<file path="config.mk">
export PLATFORM = sky130hd
export DESIGN_NAME = pipe_ex_mem_reg
export DESIGN_NICKNAME = d
export VERILOG_FILES = /design/src/rtl/pipe_ex_mem_reg_pkg.sv /design/src/rtl/mem_lane_align.sv /design/src/rtl/pipe_ex_mem_reg.sv
export SDC_FILE = /design/constraint.sdc
export NUM_CORES = 1
export LEC_CHECK = 0
export ABC_AREA = 1
export CAP_MARGIN = 10
export CORE_MARGIN = 2
export CORE_UTILIZATION = 44
export DETAILED_ROUTE_END_ITERATION = 10
export GPL_ROUTABILITY_DRIVEN = 1
export HOLD_SLACK_MARGIN = 0.08
export PLACE_DENSITY = 0.81
export SYNTH_ARGS = -nofsm -noshare
export SYNTH_HDL_FRONTEND = slang
export SYNTH_HIERARCHICAL = 1
export SYNTH_SLANG_ARGS = --single-unit
</file>
<file path="constraint.sdc">
create_clock -name clk -period 1.5 [get_ports clk]
set_input_delay 0.15 -clock clk [delete_from_list [all_inputs] [get_ports clk]]
set_output_delay 0.15 -clock clk [all_outputs]
set_load 0.005 [all_outputs]
</file>
<file path="src/rtl/pipe_ex_mem_reg_pkg.sv">
// Shared definitions for the EX->MEM stage: access-size codes, NOP register,
// stall bus polarity and the byte-enable mask helper.
package pipe_ex_mem_reg_pkg;

  typedef enum logic [1:0] {
    MSIZE_B = 2'd0,
    MSIZE_H = 2'd1,
    MSIZE_W = 2'd2,
    MSIZE_D = 2'd3
  } msize_e;

  localparam int   NOP_REG       = 0;
  localparam logic STALL_ENABLE  = 1'b1;
  localparam logic STALL_DISABLE = 1'b0;

  // Right-aligned byte mask covering one access of the given size.
  function automatic logic [7:0] be_mask(input logic [1:0] msize);
    case (msize)
      MSIZE_B: be_mask = 8'h01;
      MSIZE_H: be_mask = 8'h03;
      MSIZE_W: be_mask = 8'h0F;
      default: be_mask = 8'hFF;
    endcase
  endfunction

endpackage

</file>
<file path="src/rtl/mem_lane_align.sv">
// Combinational lane alignment: misalignment detect, byte-enable generation
// and store-data shift into the addressed byte lane.
module mem_lane_align #(
  parameter int DATA_W = 32
) (
  input  logic                mre,
  input  logic                mwe,
  input  logic [1:0]          msize,
  input  logic [2:0]          alo,
  input  logic [DATA_W-1:0]   wdata,
  output logic                misalign,
  output logic [DATA_W/8-1:0] mbe,
  output logic [DATA_W-1:0]   wdata_al
);
  import pipe_ex_mem_reg_pkg::*;

  localparam int NB   = DATA_W / 8;
  localparam int LO_W = $clog2(NB);

  logic            access;
  logic            addr_bad;
  logic            size_bad;
  logic [2:0]      amask;
  logic [7:0]      full_mask;
  logic [LO_W-1:0] lo;

  always_comb begin
    access    = mre | mwe;
    amask     = (3'd1 << msize) - 3'd1;
    addr_bad  = |(alo & amask);
    // A dword has no lane to land in on a 32-bit datapath.
    size_bad  = (DATA_W == 32) && (msize == MSIZE_D);
    misalign  = access && (addr_bad || size_bad || (mre && mwe));
    lo        = alo[LO_W-1:0];
    full_mask = be_mask(msize);
    mbe       = '0;
    if (access && !misalign)
      mbe = NB'(full_mask << lo);
    wdata_al = wdata;
    if (mwe && !misalign)
      wdata_al = wdata << {lo, 3'b000};
  end

endmodule

</file>
<file path="src/rtl/pipe_ex_mem_reg.sv">
// EX->MEM pipeline register with flush, stall/bubble from the ctrl stall bus,
// and registered byte enables / misalignment fault. PIPE_EX_MEM_PERF_EN adds
// saturating bubble/hold counters.
module pipe_ex_mem_reg #(
  parameter int DATA_W    = 32,
  parameter int REG_AW    = 5,
  parameter int MADDR_W   = 32,
  parameter int STALL_W   = 6,
  parameter int STAGE_IDX = 3
) (
  input  logic                clk,
  input  logic                rst,
  input  logic                ex_valid,
  input  logic [REG_AW-1:0]   ex_waddr,
  input  logic                ex_we,
  input  logic [DATA_W-1:0]   ex_wdata,
  input  logic                ex_mre,
  input  logic                ex_mwe,
  input  logic [1:0]          ex_msize,
  input  logic                ex_msext,
  input  logic [DATA_W-1:0]   ex_mwdata,
  input  logic [MADDR_W-1:0]  ex_maddr,
  input  logic [STALL_W-1:0]  ctrl_stall,
  input  logic                ctrl_flush,
  output logic                mem_valid,
  output logic [REG_AW-1:0]   mem_waddr,
  output logic                mem_we,
  output logic [DATA_W-1:0]   mem_wdata,
  output logic                mem_mre,
  output logic                mem_mwe,
  output logic [1:0]          mem_msize,
  output logic                mem_msext,
  output logic [DATA_W/8-1:0] mem_mbe,
  output logic [DATA_W-1:0]   mem_mwdata,
  output logic [MADDR_W-1:0]  mem_maddr,
  output logic                mem_misalign
`ifdef PIPE_EX_MEM_PERF_EN
  ,
  output logic [31:0]         perf_bubble_cnt,
  output logic [31:0]         perf_hold_cnt
`endif
);
  import pipe_ex_mem_reg_pkg::*;

  logic                s_stall, n_stall;
  logic                bubble, hold, nop_sel, load_sel;
  logic                al_mis;
  logic [DATA_W/8-1:0] al_mbe;
  logic [DATA_W-1:0]   al_wdata;
  logic                unused_stall;

  assign s_stall      = ctrl_stall[STAGE_IDX];
  assign n_stall      = ctrl_stall[STAGE_IDX+1];
  assign unused_stall = ^ctrl_stall;

  assign bubble   = (s_stall == STALL_ENABLE) && (n_stall == STALL_DISABLE);
  assign hold     = !ctrl_flush && (s_stall == STALL_ENABLE) && (n_stall == STALL_ENABLE);
  // An invalid payload on a load cycle becomes a NOP rather than stale fields.
  assign nop_sel  = rst || ctrl_flush || bubble || ((s_stall == STALL_DISABLE) && !ex_valid);
  assign load_sel = (s_stall == STALL_DISABLE);

  mem_lane_align #(.DATA_W(DATA_W)) u_align (
    .mre      (ex_mre),
    .mwe      (ex_mwe),
    .msize    (ex_msize),
    .alo      (ex_maddr[2:0]),
    .wdata    (ex_mwdata),
    .misalign (al_mis),
    .mbe      (al_mbe),
    .wdata_al (al_wdata)
  );

  always_ff @(posedge clk) begin
    if (nop_sel) begin
      mem_valid    <= 1'b0;
      mem_waddr    <= REG_AW'(NOP_REG);
      mem_we       <= 1'b0;
      mem_wdata    <= '0;
      mem_mre      <= 1'b0;
      mem_mwe      <= 1'b0;
      mem_msize    <= '0;
      mem_msext    <= 1'b0;
      mem_mbe      <= '0;
      mem_mwdata   <= '0;
      mem_maddr    <= '0;
      mem_misalign <= 1'b0;
    end else if (load_sel) begin
      mem_valid    <= 1'b1;
      mem_waddr    <= ex_waddr;
      mem_we       <= ex_we;
      mem_wdata    <= ex_wdata;
      // A faulting access must not reach memory; the exception unit takes it.
      mem_mre      <= ex_mre & ~al_mis;
      mem_mwe      <= ex_mwe & ~al_mis;
      mem_msize    <= ex_msize;
      mem_msext    <= ex_msext;
      mem_mbe      <= al_mbe;
      mem_mwdata   <= al_wdata;
      mem_maddr    <= ex_maddr;
      mem_misalign <= al_mis;
    end
  end

`ifdef PIPE_EX_MEM_PERF_EN
  always_ff @(posedge clk) begin
    if (rst) begin
      perf_bubble_cnt <= '0;
      perf_hold_cnt   <= '0;
    end else begin
      if ((ctrl_flush || bubble) && !(&perf_bubble_cnt))
        perf_bubble_cnt <= perf_bubble_cnt + 32'd1;
      if (hold && !(&perf_hold_cnt))
        perf_hold_cnt <= perf_hold_cnt + 32'd1;
    end
  end
`endif

endmodule

</file>
### Word level (Yosys, flattened, before mapping)

Cells that the tools add are included.

* bits in registers: 113
* input bits: 117
* output and inout port bits: 113
* logic and storage cells: 44

* $add $sub $neg: 1
* eq/ne operators: 3
* shifts and indexed selects: 3
* mux-type cells: 3
* bitwise gates (word level): 7
* reduce and logical (&&, ||, !) cells: 15

Operators by type and width (number)
* 32-bit 2-to-1 mux: 1
* 32-bit by 5-bit left shift with 32-bit output: 1
* 8-bit one-hot mux with 3 select lines: 1
* 8-bit by 2-bit left shift with 4-bit output: 1
* 1-bit logical AND: 6
* 1-bit logical OR: 5
* 2-bit equality test (second input constant): 2
* 4-bit 2-to-1 mux: 1
* 3-bit AND: 1
* 1-bit inverter: 3
* 3-bit OR reduction: 1
* 1-bit by 2-bit left shift with 3-bit output (first input constant): 1
* 3-bit by 1-bit subtractor with 3-bit output (second input constant): 1
* 1-bit AND: 2
* 2-bit by 1-bit equality test with 1-bit output (second input constant): 1
* 1-bit zero test: 2
* 2-bit zero test: 1
* 1-bit OR: 1

### Depth between registers and ports, before layout

* depth after elaboration: 10
* mapped depth: 11
* mapped depth without buffers: 9

### By module

Netlist, hierarchy kept.

Modules (own cells, without submodules)
* pipe_ex_mem_reg: times used 1, cells each 607, area each 4520.6 um^2
* mem_lane_align: times used 1, cells each 298, area each 1330.0 um^2

### Worst setup path before layout

Ideal clock, no wire load.

* path kind: input to register
* from: in ex_maddr[1]
* to: reg mem_misalign
* arrival: 1.169 ns
* slack: 0.215 ns
* stages: 10
* path buffers: 2
* path through: buf_6 > nor2_2 > nand2_2 > a21oi_4 > buf_6 > a21oi_1 > nor2_1 > inv_1 > o21ai_0 > nor2_1

* word-level cells in the longest chain between the ends: 5

RTL lines
* start: declaration: RTL line pipe_ex_mem_reg.sv:22 `input logic [MADDR_W-1:0] ex_maddr,`
* 3-bit AND: RTL line mem_lane_align.sv:30 `addr_bad = |(alo & amask);`
* 3-bit OR reduction: RTL line mem_lane_align.sv:30
* 1-bit logical OR (2 in series): RTL line mem_lane_align.sv:33 `misalign = access && (addr_bad || size_bad || (mre && mwe));`
* 1-bit logical AND: RTL line mem_lane_align.sv:33
* named net al_mis: RTL line pipe_ex_mem_reg.sv:47 `logic al_mis;`
* end signal: assignment: RTL line pipe_ex_mem_reg.sv:100 `mem_misalign <= al_mis;`
* end: declaration: RTL line pipe_ex_mem_reg.sv:36 `output logic mem_misalign`

The timed path passes the listed nets, and every way through them passes these cells.
A chain may end at the register's enable or synchronous reset.

### Worst setup path in the final report

* from: reg mem_mwdata[8]
* to: out mem_mwdata[8]

RTL lines
* start: declaration: RTL line pipe_ex_mem_reg.sv:34 `output logic [DATA_W-1:0] mem_mwdata,`
* start signal: assignment: RTL line pipe_ex_mem_reg.sv:98 `mem_mwdata <= al_wdata;`

No word-level cell between the ends.

==> summary.md <==
| Metric | Value |
|---|---|
| Via density | 4.79 |
| Chip Width | 119 µm |
| CP required | 1.35 ns |
| Register area share after synthesis | 0.387 |
| DRT iter0 DRCs | approximately 450 |
| Logic gate share of total power | 0.156 |
| Max clock buf depth | 2 |
| Power Density | 952 mW/mm² |
| Crit-path leading delay family | buffers and inverters |
| GP Congestion | around 0.88 |
| Port buffer count | between 200 and 250 |
| Initial antenna violation count | 1 |
| Slew HR | 0.675 |
| Post-synthesis register bit count | about 110 |
| Worst setup EP type | primary output |
| Post-synth EDFFs | 0 |
| Vias in the first global route | ~6k |
| Internal power | about 6.4 mW |
| MaxCap Viol Count | 0 |
| Clock sink count | 113 |
| Hold WC Path Type | input pin to flip-flop |
| Crit-path max cell delay | 0.56 ns |
| Final nets | 1244 |
| Synth cell count leaders | nand2_1 (374), nor2_1 (129), dfxtp_1 (113) |
| First-pass GRT wire length | 27900 µm |
| CTS tree | built |
| Sw Share | 0.247 |
| WS Path Type | flip-flop to primary output |
| Post-Route WL | 17400 µm |
| Least-Margin Pin Slew | 0.488 ns |
| Setup ws final | 0.0429 ns |
| Core ar. | 0.0131 mm² |
| Total track usage | 0.246 |
| Crit path buffers/inverters | 1 |
| Die Ht | ~120 µm |
| Leak | 3.88 nW |
| Clock network power share | 0.481 |
| DRC errors left | 0 |
| WL per Instance | 13.2 µm |
| Synth Area per Inst | about 6.5 µm² |
| Worst-path clk slew | 0.06 ns |
| Hpwl dp | 11800 µm |
| Ys flop type | dfxtp_1 |
| Final Power | 8.56 mW |
| Count leader, synth | nand2_1 |
| Fillers | 1124 |
| Hold slack | 0.293 ns |
| Flop pwr share | 0.363 |
| CTS buffer count | 17 |
| Period utilization | 0.971 |
| Warnings from Yosys | 6 |
| Area grow syn2layout | 53.7% |
| Run status | finished clean |
| Synthesized Nets | 1022 |
| Later-pin clock latency in the skew report | 0.41 ns |
| CP Cell Sequence | clkdlybuf4s50_1 |
| Yosys cell types | 22 |
| Initial Utilization | 0.445 |
| Yosys top cell area share | 0.387 |
| Worst path slowest cell | clkdlybuf4s50_1 |
| Vias | 6302 |
| Critical path arrival | 1.31 ns |
| Net switching power | 2.11 mW |
| Top cells by area, synth | dfxtp_1 (39%), nand2_1 (24%), and2_1 (8.3%), nor2_1 (8.3%), nand3_1 (4.1%) |
| I/O pin count | 230 |
| Pins Over Slew Limit | 0 |
| GR Overflow Total | 0 |
| Root Buffer | clkbuf_16 |
| Final hold violations | 0 |
| Largest net degree at the start of global routing | 69 |
| Max frequency | 686 MHz |
| CP Launch Type | flip-flop |
| Largest area contributor in the netlist | dfxtp_1 |
| Async SR Flop Fraction | 0 |
| Final Setup Violations | 0 |
| H-Tree Level Count | 4 |
| Mapped Area | a little under 0.006 mm² |
| Remaining antenna violation count after routing | 0 |
| Ratio of cells with drive above 1 in the final layout | 0.0702 |
| Clock Skew | 0 ns |
| Place WS | -0.354 ns |
| Min Clock Period, post-route | between 1 and 1.5 ns |
| Pre-Repair DR Iteration Count | 7 |
| Die area | 0.0142 mm² |
| Std cell rows | between 40 and 50 |
| Maximum fanout along the worst path | 2 |
| Post-Syn Instances | 905 |
| Peak VDD IR | 0.000696 V |
[power by group through the flow]
stage	Combinational [mW]	Sequential [mW]	Clock, mW
after floorplan	0.677	3.17	0
after global placement	1.29	3.17	0
after detailed placement	1.29	3.17	0
after CTS	1.30	3.10	4.18
after global routing	1.48	3.11	4.32
final	1.34	3.11	4.11
[cell usage in the layout (no fill, tap or decap), types with 12 or more instances in the layout]
master,count
and2_0,31
and2_1,78
buf_12,12
buf_4,22
clkbuf_16,18
clkdlybuf4s50_1,216
dfxtp_1,112
inv_1,42
nand2_1,373
nand3_1,48
nor2_1,129
[timing repair]
item                                    4_1_cts  5_1_grt
hold buffers                                  0        0
pin swaps                                     0        3
endpoints found under the setup margin        1       24
cloned                                        0        2
buffers inserted                              0        3
resized for setup                             1       10
[layer usage]
layer  vias up  GRT usage  wire [µm]  share of wire
met4         0      0.122        647          0.037
met3        49     0.0953       1680          0.096
met2       280      0.411       8130           0.47
met1      2807      0.273       6960           0.40
met5         -          0          0              0
li1       3166          -          -              -
[through the flow]
step	utilization	TNS (ns)	instance area [µm²]	cells
6_report	0.684	0	8990	1317
5_1_grt	0.684	-0.0138	8990	1316
4_1_cts	0.677	0	8890	1311
3_5_place_dp	0.631	-11.91	8290	1279
3_3_place_gp	0.631	-11.44	8290	1279
2_1_floorplan	-	0	5850	905
[final cells by class]
class	count	area (µm²)	area share
Antenna cell	1	2.50	0.000278
Clock buffer	19	443	0.0493
Inverter	44	170	0.0189
Clock inverter	13	160	0.0178
Timing Repair Buffer	261	2710	0.302
Multi-Input combinational cell	690	3020	0.336
Sequential cell	113	2260	0.252
Tap cell	176	220	0.0245
[sequential cells by signal (all words and copies together), names as in the netlist]
name	flops
mem_maddr	32
mem_mwdata	32
mem_wdata	32
mem_waddr	5
mem_mbe	4
mem_msize	2
mem_misalign	1
mem_mre	1
mem_msext	1
mem_mwe	1
mem_valid	1
mem_we	1
[worst paths after layout]
kind	start	endpoint	slack (ns)	cells past startpoint
hold / removal	ctrl_stall[3]	mem_valid$_SDFFE_PP0N_	0.29	5
hold reg to reg	mem_valid$_SDFFE_PP0N_	mem_valid$_SDFFE_PP0N_	0.48	2
setup / recovery	mem_mwdata[8]$_SDFFE_PP0N_	mem_mwdata[8]	0.04	1
setup reg to reg	mem_maddr[6]$_SDFFE_PP0N_	mem_maddr[6]$_SDFFE_PP0N_	0.75	3
[kinds of logic (layout without fill, tap and decap cells)]
logic type             Yosys count  in the layout  synth area share
flip-flops                     113            113             0.387
other                            0              1                 0
AND/OR/NAND/NOR                683            683             0.507
AO/OA/AOI/OAI                    7              7           0.00791
buffers and inverters          102            337            0.0988
(Power assumes the default switching activity.)
